--- config.mk ---
export PLATFORM = sky130hd
export DESIGN_NAME = lm70_spi_responder
export DESIGN_NICKNAME = d
export VERILOG_FILES = /design/src/rtl/lm70_pkg.sv /design/src/rtl/lm70_spi_responder_sync_edge_det.sv /design/src/rtl/lm70_spi_responder.sv
export SDC_FILE = /design/constraint.sdc
export NUM_CORES = 1
export LEC_CHECK = 0
export CORE_MARGIN = 3
export CORE_UTILIZATION = 57
export CTS_CLUSTER_SIZE = 30
export DETAILED_ROUTE_END_ITERATION = 7
export PLACE_DENSITY = 0.78
export REMOVE_ABC_BUFFERS = 1
export SLEW_MARGIN = 0
export SYNTH_ARGS = -nofsm -noshare
export SYNTH_HDL_FRONTEND = slang
export SYNTH_SLANG_ARGS = --single-unit
--- constraint.sdc ---
create_clock -name clk -period 2.4 [get_ports clk]
set_input_delay 0.72 -clock clk [delete_from_list [all_inputs] [get_ports clk]]
set_output_delay 0.72 -clock clk [all_outputs]
set_load 0.005 [all_outputs]
--- src/rtl/lm70_pkg.sv ---
// Shared definitions for the LM70 SPI responder: state codes, frame
// geometry, command opcodes and the read-word builder.
package lm70_pkg;

    // Frame state codes
    typedef logic [1:0] state_t;
    localparam state_t IDLE  = 2'd0;
    localparam state_t READ  = 2'd1;
    localparam state_t WRITE = 2'd2;

    // Frame geometry: 16 read bits, then 16 command bits
    localparam int unsigned READ_BITS  = 16;
    localparam int unsigned FRAME_BITS = 32;

    // Command low-byte opcodes
    localparam logic [7:0] CMD_SHDN = 8'hFF;
    localparam logic [7:0] CMD_RUN  = 8'h00;

    // Word presented on SIO: ID while shut down, else temperature plus trailer
    function automatic logic [15:0] read_word(
        input logic        shdn,
        input logic [10:0] temp,
        input logic [15:0] id_word,
        input logic [4:0]  status
    );
        logic [15:0] w;
        w = shdn ? id_word : {temp, status};
        return w;
    endfunction

endpackage

--- src/rtl/lm70_spi_responder_sync_edge_det.sv ---
// Two-flop synchronizer for an asynchronous pin, plus a delay flop whose
// comparison yields registered one-clk rise/fall pulses (3 clk pin-to-pulse).
module sync_edge_det #(
    parameter logic RST_VAL = 1'b0
) (
    input  logic clk,
    input  logic rst_n,
    input  logic d_in,
    output logic sync,
    output logic rise,
    output logic fall
);
    import lm70_pkg::*;

    logic meta_q, meta_d;
    logic sync_q, sync_d;
    logic dly_q,  dly_d;
    logic rise_q, rise_d;
    logic fall_q, fall_d;

    // Next-state: shift the pin through the chain and compare the last two stages
    always_comb begin
        meta_d = d_in;
        sync_d = meta_q;
        dly_d  = sync_q;
        rise_d = sync_q & ~dly_q;
        fall_d = ~sync_q & dly_q;
    end

    // Synchronizer, delay and pulse registers
    always_ff @(posedge clk or negedge rst_n) begin
        if (!rst_n) begin
            meta_q <= RST_VAL;
            sync_q <= RST_VAL;
            dly_q  <= RST_VAL;
            rise_q <= 1'b0;
            fall_q <= 1'b0;
        end else begin
            meta_q <= meta_d;
            sync_q <= sync_d;
            dly_q  <= dly_d;
            rise_q <= rise_d;
            fall_q <= fall_d;
        end
    end

    assign sync = sync_q;
    assign rise = rise_q;
    assign fall = fall_q;

endmodule

--- src/rtl/lm70_spi_responder.sv ---
// LM70-style SPI temperature sensor emulator (slave side of CS/SCK/SIO).
// Serves a 16-bit read word, then captures a 16-bit command word that can
// enter or leave shutdown. CS/SCK/SIO are oversampled in the clk domain.
module lm70_spi_responder #(
    parameter logic [15:0] ID_WORD     = 16'h8100,
    parameter logic [4:0]  STATUS_BITS = 5'b11111
) (
    input  logic        clk,
    input  logic        rst_n,
    input  logic        cs_n,
    input  logic        sck,
    input  logic        sio_in,
    output logic        sio_out,
    output logic        sio_oe,
    input  logic [10:0] temp_in,
    input  logic        temp_we,
    output logic        shutdown,
    output logic [15:0] cmd_word,
    output logic        frame_done
);
    import lm70_pkg::*;

    localparam logic [5:0] CNT_READ  = 6'(READ_BITS);
    localparam logic [5:0] CNT_FRAME = 6'(FRAME_BITS);

    // Conditioned pins
    logic cs_rise, cs_fall, cs_n_sync_unused;
    logic sck_rise, sck_fall, sck_sync_unused;
    logic sio_sync, sio_rise_unused, sio_fall_unused;

    sync_edge_det #(.RST_VAL(1'b1)) u_cs_sync (
        .clk   (clk),
        .rst_n (rst_n),
        .d_in  (cs_n),
        .sync  (cs_n_sync_unused),
        .rise  (cs_rise),
        .fall  (cs_fall)
    );

    sync_edge_det #(.RST_VAL(1'b0)) u_sck_sync (
        .clk   (clk),
        .rst_n (rst_n),
        .d_in  (sck),
        .sync  (sck_sync_unused),
        .rise  (sck_rise),
        .fall  (sck_fall)
    );

    sync_edge_det #(.RST_VAL(1'b1)) u_sio_sync (
        .clk   (clk),
        .rst_n (rst_n),
        .d_in  (sio_in),
        .sync  (sio_sync),
        .rise  (sio_rise_unused),
        .fall  (sio_fall_unused)
    );

    // Frame state
    state_t      state_q,      state_d;
    logic [5:0]  bit_cnt_q,    bit_cnt_d;
    logic [15:0] shift_q,      shift_d;
    logic [15:0] cmd_sr_q,     cmd_sr_d;
    logic [15:0] cmd_word_q,   cmd_word_d;
    logic        shutdown_q,   shutdown_d;
    logic        frame_done_q, frame_done_d;

    // Temperature holding and pending-update registers
    logic [10:0] temp_hold_q,  temp_hold_d;
    logic [10:0] pend_q,       pend_d;
    logic        pend_vld_q,   pend_vld_d;

    // Temperature update: direct when idle, parked until the frame ends otherwise
    always_comb begin
        temp_hold_d = temp_hold_q;
        pend_d      = pend_q;
        pend_vld_d  = pend_vld_q;
        if (state_q == IDLE) begin
            if (temp_we) begin
                temp_hold_d = temp_in;
                pend_vld_d  = 1'b0;
            end else if (pend_vld_q) begin
                temp_hold_d = pend_q;
                pend_vld_d  = 1'b0;
            end
        end else if (temp_we) begin
            pend_d     = temp_in;
            pend_vld_d = 1'b1;
        end
    end

    // Frame FSM, shifters and command decode; a CS rise overrides any SCK edge
    always_comb begin
        state_d      = state_q;
        bit_cnt_d    = bit_cnt_q;
        shift_d      = shift_q;
        cmd_sr_d     = cmd_sr_q;
        cmd_word_d   = cmd_word_q;
        shutdown_d   = shutdown_q;
        frame_done_d = 1'b0;

        case (state_q)
            IDLE: begin
                shift_d = read_word(shutdown_q, temp_hold_q, ID_WORD, STATUS_BITS);
                if (cs_fall) begin
                    state_d   = READ;
                    bit_cnt_d = '0;
                end
            end
            READ: begin
                if (sck_rise) begin
                    bit_cnt_d = bit_cnt_q + 6'd1;
                    if (bit_cnt_q + 6'd1 == CNT_READ) begin
                        state_d = WRITE;
                    end
                end
                if (sck_fall) begin
                    shift_d = {shift_q[14:0], 1'b1};
                end
            end
            WRITE: begin
                if (sck_rise && (bit_cnt_q < CNT_FRAME)) begin
                    cmd_sr_d  = {cmd_sr_q[14:0], sio_sync};
                    bit_cnt_d = bit_cnt_q + 6'd1;
                end
            end
            default: begin
                state_d = IDLE;
            end
        endcase

        // Frame end discards any SCK edge seen in the same clk
        if (cs_rise && (state_q != IDLE)) begin
            state_d      = IDLE;
            bit_cnt_d    = '0;
            shift_d      = shift_q;
            cmd_sr_d     = cmd_sr_q;
            frame_done_d = (bit_cnt_q != 6'd0);
            if (bit_cnt_q == CNT_FRAME) begin
                cmd_word_d = cmd_sr_q;
                if (cmd_sr_q[7:0] == CMD_SHDN) begin
                    shutdown_d = 1'b1;
                end else if (cmd_sr_q[7:0] == CMD_RUN) begin
                    shutdown_d = 1'b0;
                end
            end
        end
    end

    // State registers
    always_ff @(posedge clk or negedge rst_n) begin
        if (!rst_n) begin
            state_q      <= IDLE;
            bit_cnt_q    <= '0;
            shift_q      <= '1;
            cmd_sr_q     <= '0;
            cmd_word_q   <= '0;
            shutdown_q   <= 1'b0;
            frame_done_q <= 1'b0;
            temp_hold_q  <= '0;
            pend_q       <= '0;
            pend_vld_q   <= 1'b0;
        end else begin
            state_q      <= state_d;
            bit_cnt_q    <= bit_cnt_d;
            shift_q      <= shift_d;
            cmd_sr_q     <= cmd_sr_d;
            cmd_word_q   <= cmd_word_d;
            shutdown_q   <= shutdown_d;
            frame_done_q <= frame_done_d;
            temp_hold_q  <= temp_hold_d;
            pend_q       <= pend_d;
            pend_vld_q   <= pend_vld_d;
        end
    end

    assign sio_oe     = (state_q == READ);
    assign sio_out    = (state_q == READ) ? shift_q[15] : 1'b1;
    assign shutdown   = shutdown_q;
    assign cmd_word   = cmd_word_q;
    assign frame_done = frame_done_q;

endmodule

**After elaboration in Yosys (flattened, before gate mapping)**

Index checks and enable logic that the tools add are counted.
Widths: inputs -> output; s select.

- Bits in registers: 93
- Bits in latches: 0
- RAM bits: 0
- Memory bits (read-only): 0
- Bits of input ports: 17
- Output and inout bits: 20
- Word-level logic and storage cells: 85
- Memories: 0

- Add/sub/neg operators: 1
- Multiply operators: 0
- Divide/modulo/power cells: 0
- $lt $le $gt $ge: 1
- Eq/ne operators: 11
- Shifts and indexed selects: 0
- Mux-type cells: 21
- Bitwise logic cells: 10
- Reductions and logical operators: 19

Operators by type and width:

| cell | count |
|---|---|
| $mux 16 | 2 |
| $pmux 16 s2 | 1 |
| $mux 6 | 4 |
| $mux 11 | 2 |
| $pmux 6 s3 | 1 |
| $reduce_bool 2->1 | 5 |
| $ne 3x1->1 const B | 3 |
| $reduce_and 3->1 | 3 |
| $eq 8x8->1 const B | 1 |
| $logic_not 8->1 | 1 |
| $mux 2 | 4 |
| $reduce_and 4->1 | 2 |
| $add 6x1->6 const B | 1 |
| $eq 6x5->1 const B | 1 |
| $eq 6x6->1 const B | 1 |
| $lt 6x6->1 const B | 1 |
| $mux 1 | 6 |
| $not 1->1 | 6 |
| $pmux 2 s3 | 1 |
| $reduce_and 2->1 | 3 |
| $reduce_bool 6->1 | 1 |
| $and 1x1->1 | 4 |
| $reduce_bool 4->1 | 1 |
| $ne 3x3->1 const B | 1 |
| other kinds (6) | 7 |

**Longest topological paths before layout**

- Depth in word-level cells: 6
- Gate-level depth with buffers: 8
- Depth with buffers taken out: 6

**Hierarchy**

From an unflattened synthesis, not the netlist that was laid out.

- Cell total of the unflattened synthesis: 317
- Area, all modules: 4016.4 um^2

By module, submodules not included:

| module | times used | cells each | area each (um^2) | sequential area each (um^2) |
|---|---|---|---|---|
| lm70_spi_responder | 1 | 296 | 3588.4 | 2047.0 |
| sync_edge_det at u_cs_sync ... | 2 | 7 | 143.9 | 128.9 |
| sync_edge_det at u_sck_sync | 1 | 7 | 140.1 | 125.1 |

**Worst setup path after synthesis**

No wires, ideal clock.

- Path type: reg-to-output
- Start: reg state_q[1]
- End: out sio_out
- Data arrival time: 1.393 ns
- Required time: 1.680 ns
- Path slack: 0.287 ns
- Cell stages (with the launch flop): 6
- Path through: dfrtp_1 inv_1 ha_1 buf_1 clkbuf_1 nand2b_1

- Word-level cells in the longest chain between the ends: 2

RTL lines:

| element | line | RTL |
|---|---|---|
| start: declaration | lm70_spi_responder.sv:59 | `state_t state_q, state_d;` |
| start signal: assignment | lm70_spi_responder.sv:163 | `state_q <= state_d;` |
| $eq 2x1->1 | - |  |
| net sio_oe | lm70_spi_responder.sv:14 | `output logic sio_oe,` |
| $mux 1 | lm70_spi_responder.sv:177 | `assign sio_out = (state_q == READ) ? shift_q[15] : 1'b1;` |
| end: declaration | lm70_spi_responder.sv:13 | `output logic sio_out,` |

The timed path passes the listed nets, and every way through them passes these cells.

**Worst setup path in the final report**

- Start: reg state_q[1]
- End: out sio_oe

- Word-level cells in the longest chain between the ends: 1

RTL lines:

| element | line | RTL |
|---|---|---|
| $eq 2x1->1 | lm70_spi_responder.sv:176 | `assign sio_oe = (state_q == READ);` |
| end: declaration | lm70_spi_responder.sv:14 |  |

No other way between the ends.

==> results_dict.tcl <==
set metrics [dict create \
    outcome "finished, final reports clean" \
    grt_overflow_total 0 \
    cp_num_cells 3 \
    cpMaxStageDelayCell "clkdlybuf4s50_1" \
    post-route-period-util_pct 96.5 \
    routedWlPerCell_um 15.7 \
    path_buf_inv 2 \
    core_sq_um 6490 \
    ios 37 \
    hold_buffers 0 \
    grt_pass1_wl_um 12000 \
    yosysMostFrequentCell "dfrtp_1" \
    synth_seq_cells 93 \
    syn_area_sq_um 3920 \
    setup_violations 0 \
    yosys.area.top_type "dfrtp_1" \
    instances_no_fill 436 \
    arrival_ns 1.60 \
    drive_above_1_share_pct 27.9 \
    startpoint_type "flip-flop" \
    io_buffer_count 36 \
    p_per_area_nw_per_um2 1020 \
    vias 2471 \
    die_width_um 89.0 \
    post-place-cells 420 \
    post_cts_buffers 0 \
    clock_path_buffers 2 \
    synth_top_area_share_pct 45.9 \
    synth-compound-area-share_pct 9.76 \
    drc_errors 0 \
    yosys.cell_types.count 40 \
    vias_per_cell 5.67 \
    crit_path_max_fanout 4 \
    dr.first_iter.drc_count 135 \
    synth_cells 310 \
    min_period_ns 2.32 \
    antenna_found_initial 0 \
    htreeDepth 3 \
    yosysSeqAreaShare_pct 60.0 \
    finalPower_w 0.00474 \
    synth_xor_area_share_pct 0.447 \
    synth_edf_count 0 \
    grt_usage_pct 19.6 \
    synth_area_leaders "dfrtp_1 46%, dfstp_2 14%, mux2_2 13%" \
    yosys.area_share.adder_pct 1.59 \
    place_hpwl_um 4720 \
    synthArstFlopShare_pct 100 \
    rows 29 \
    grt_pass1_vias 2506 \
    die_area_sq_um 7910 \
    hold_class "in -> async" \
    drv_slew 0 \
    crit_chain "inv_1 -> ha_2 -> clkdlybuf4s50_1" \
    gp_congestion 0.836 \
    area_growth_pct 18.9 \
    worstSetupPathType "reg -> out" \
    die_y_um 89.0 \
    yosys_warnings 0 \
    peakVddDrop_mv 0.529 \
    insertedDiodeCount 0 \
    ant_nets 0 \
    clock_skew_ns 0.0132 \
    fmax_ghz 0.432 \
    synth_common_cells "72 x dfrtp_1, 45 x mux2_2, 31 x nand2_1, 31 x o21ai_0, 21 x dfstp_2" \
    worstSetupEndpointType "output pin" \
    grt_start_max_net_pins 36 \
    ff2ff_path_depth 6 \
    maxCapViolations 0 \
    fin_util_pct 71.8 \
    drt-total-wl_um 6860 \
    clk_pin_slew_ns 0.10 \
    cpPeakStageDelay_ns 0.51 \
    crit_family "buffers and inverters" \
    dr.pass1.iters 6 \
    cts-root-buf "clkbuf_8" \
    clock_latency_ns 0.35 \
    finalSetupTns_ns 0 \
    muxShareOfSynthArea_pct 15.7 \
    cts_made_buffers 9 \
    rsz0062_at_grt "yes" \
    timing.slew.headroom_pct 69.2 \
    ys.flop_type "dfrtp_1" \
    hold_viol_final 0 \
    cts_tree "yes" \
    synth-simple-area-share_pct 9.89 \
    finalNetCount 376 \
    required_ns 1.68 \
    clock_sinks 93 \
    worst_pin_slew_ns 0.460 \
    syn_avg_cell_area_sq_um 12.7 \
    leakage_nw 2.11 \
    synth_top_family_by_area "multiplexers" \
    initial_core_util_pct 60.4 \
]
==> final timing paths <==
| check | start | endpoint | slack (ns) |
|---|---|---|---|
| min in group clk | u_cs_sync.meta_q$_DFF_PN1_ | u_cs_sync.sync$_DFF_PN1_ | 0.36 |
| setup / recovery | state_q[1]$_DFFE_PN0P_ | sio_oe | 0.08 |
| setup reg to reg | state_q[0]$_DFFE_PN0P_ | bit_cnt_q[2]$_DFFE_PN0P_ | 0.19 |
| hold / removal | rst_n | temp_hold_q[6]$_DFFE_PN0P_ | 0.26 |
| max in group asynchronous | rst_n | shift_q[15]$_DFFE_PN1P_ | 1.51 |
| hold reg to reg | u_cs_sync.meta_q$_DFF_PN1_ | u_cs_sync.sync$_DFF_PN1_ | 0.36 |
==> placed cells by master, fill, tap and decap left out, drive strengths merged, types with 3 or more instances in the layout <==
master	count
dfrtp	72
o21ai	31
inv	11
and3	4
buf	12
mux2i	11
bufinv	3
dfstp	21
a22oi	8
nor2b	11
clkdlybuf4s50	35
ha	5
nand3	4
nand2	31
clkbuf	9
a22o	3
a21oi	6
mux2	45
nor2	7
==> timing repair <==
item | CTS | global route
endpoints found under the setup margin | 0 | 2
endpoints found under the hold margin | 0 | 0
resized for setup | 0 | 1
==> per-stage QoR <==
stage | setup slack (ns) | hold slack [ns] | area [sq um]
2_1_floorplan | -0.193 | 0.331 | 3850
3_3_place_gp | 0.314 | 0.339 | 4420
3_5_place_dp | 0.214 | 0.347 | 4420
4_1_cts | 0.0187 | 0.255 | 4660
5_1_grt | -0.0113 | 0.268 | 4660
6_report | 0.0831 | 0.255 | 4660
==> power breakdown <==
group	total (W)	switching (W)	internal, W
clock network	0.00125	0.000549	0.000697
logic	0.00125	0.000672	0.000583
registers	0.00224	0.000223	0.00202
total	0.00474	0.00144	0.00330
==> final cells by class <==
| cell class | count | area (sq um) |
|---|---|---|
| clock buffers | 9 | 124 |
| multi-input cells | 194 | 1470 |
| inverters | 9 | 33.8 |
| well taps | 77 | 96.3 |
| flip-flops and latches | 93 | 2350 |
| repair buffers | 47 | 465 |
| fillers | 455 | 1830 |
| clock inverters | 7 | 120 |
==> flip-flops by register name, summed over array words and instances (netlist names), 2 cells and up <==
| signal | flops |
|---|---|
| cmd_sr_q | 16 |
| bit_cnt_q | 6 |
| cmd_word | 16 |
| shift_q | 16 |
| pend_q | 11 |
| state_q | 2 |
| temp_hold_q | 11 |
==> per-layer routing <==
metal / share of wire (%) / up-vias / global-route usage [%]
met5: 0 / - / 0
met4: 1.1 / 0 / 6.77
met3: 3.1 / 9 / 4.24
met2: 46 / 44 / 28.7
met1: 50 / 1231 / 29.5
li1: - / 1187 / -
==> logic make-up after synthesis <==
family,after synthesis
flops,93
simple gates,71
compound gates,60
mux,56
buf+inv,23
fa+ha+maj,5
xor+xnor,2
No activity file was read; power rests on OpenSTA's default activity.
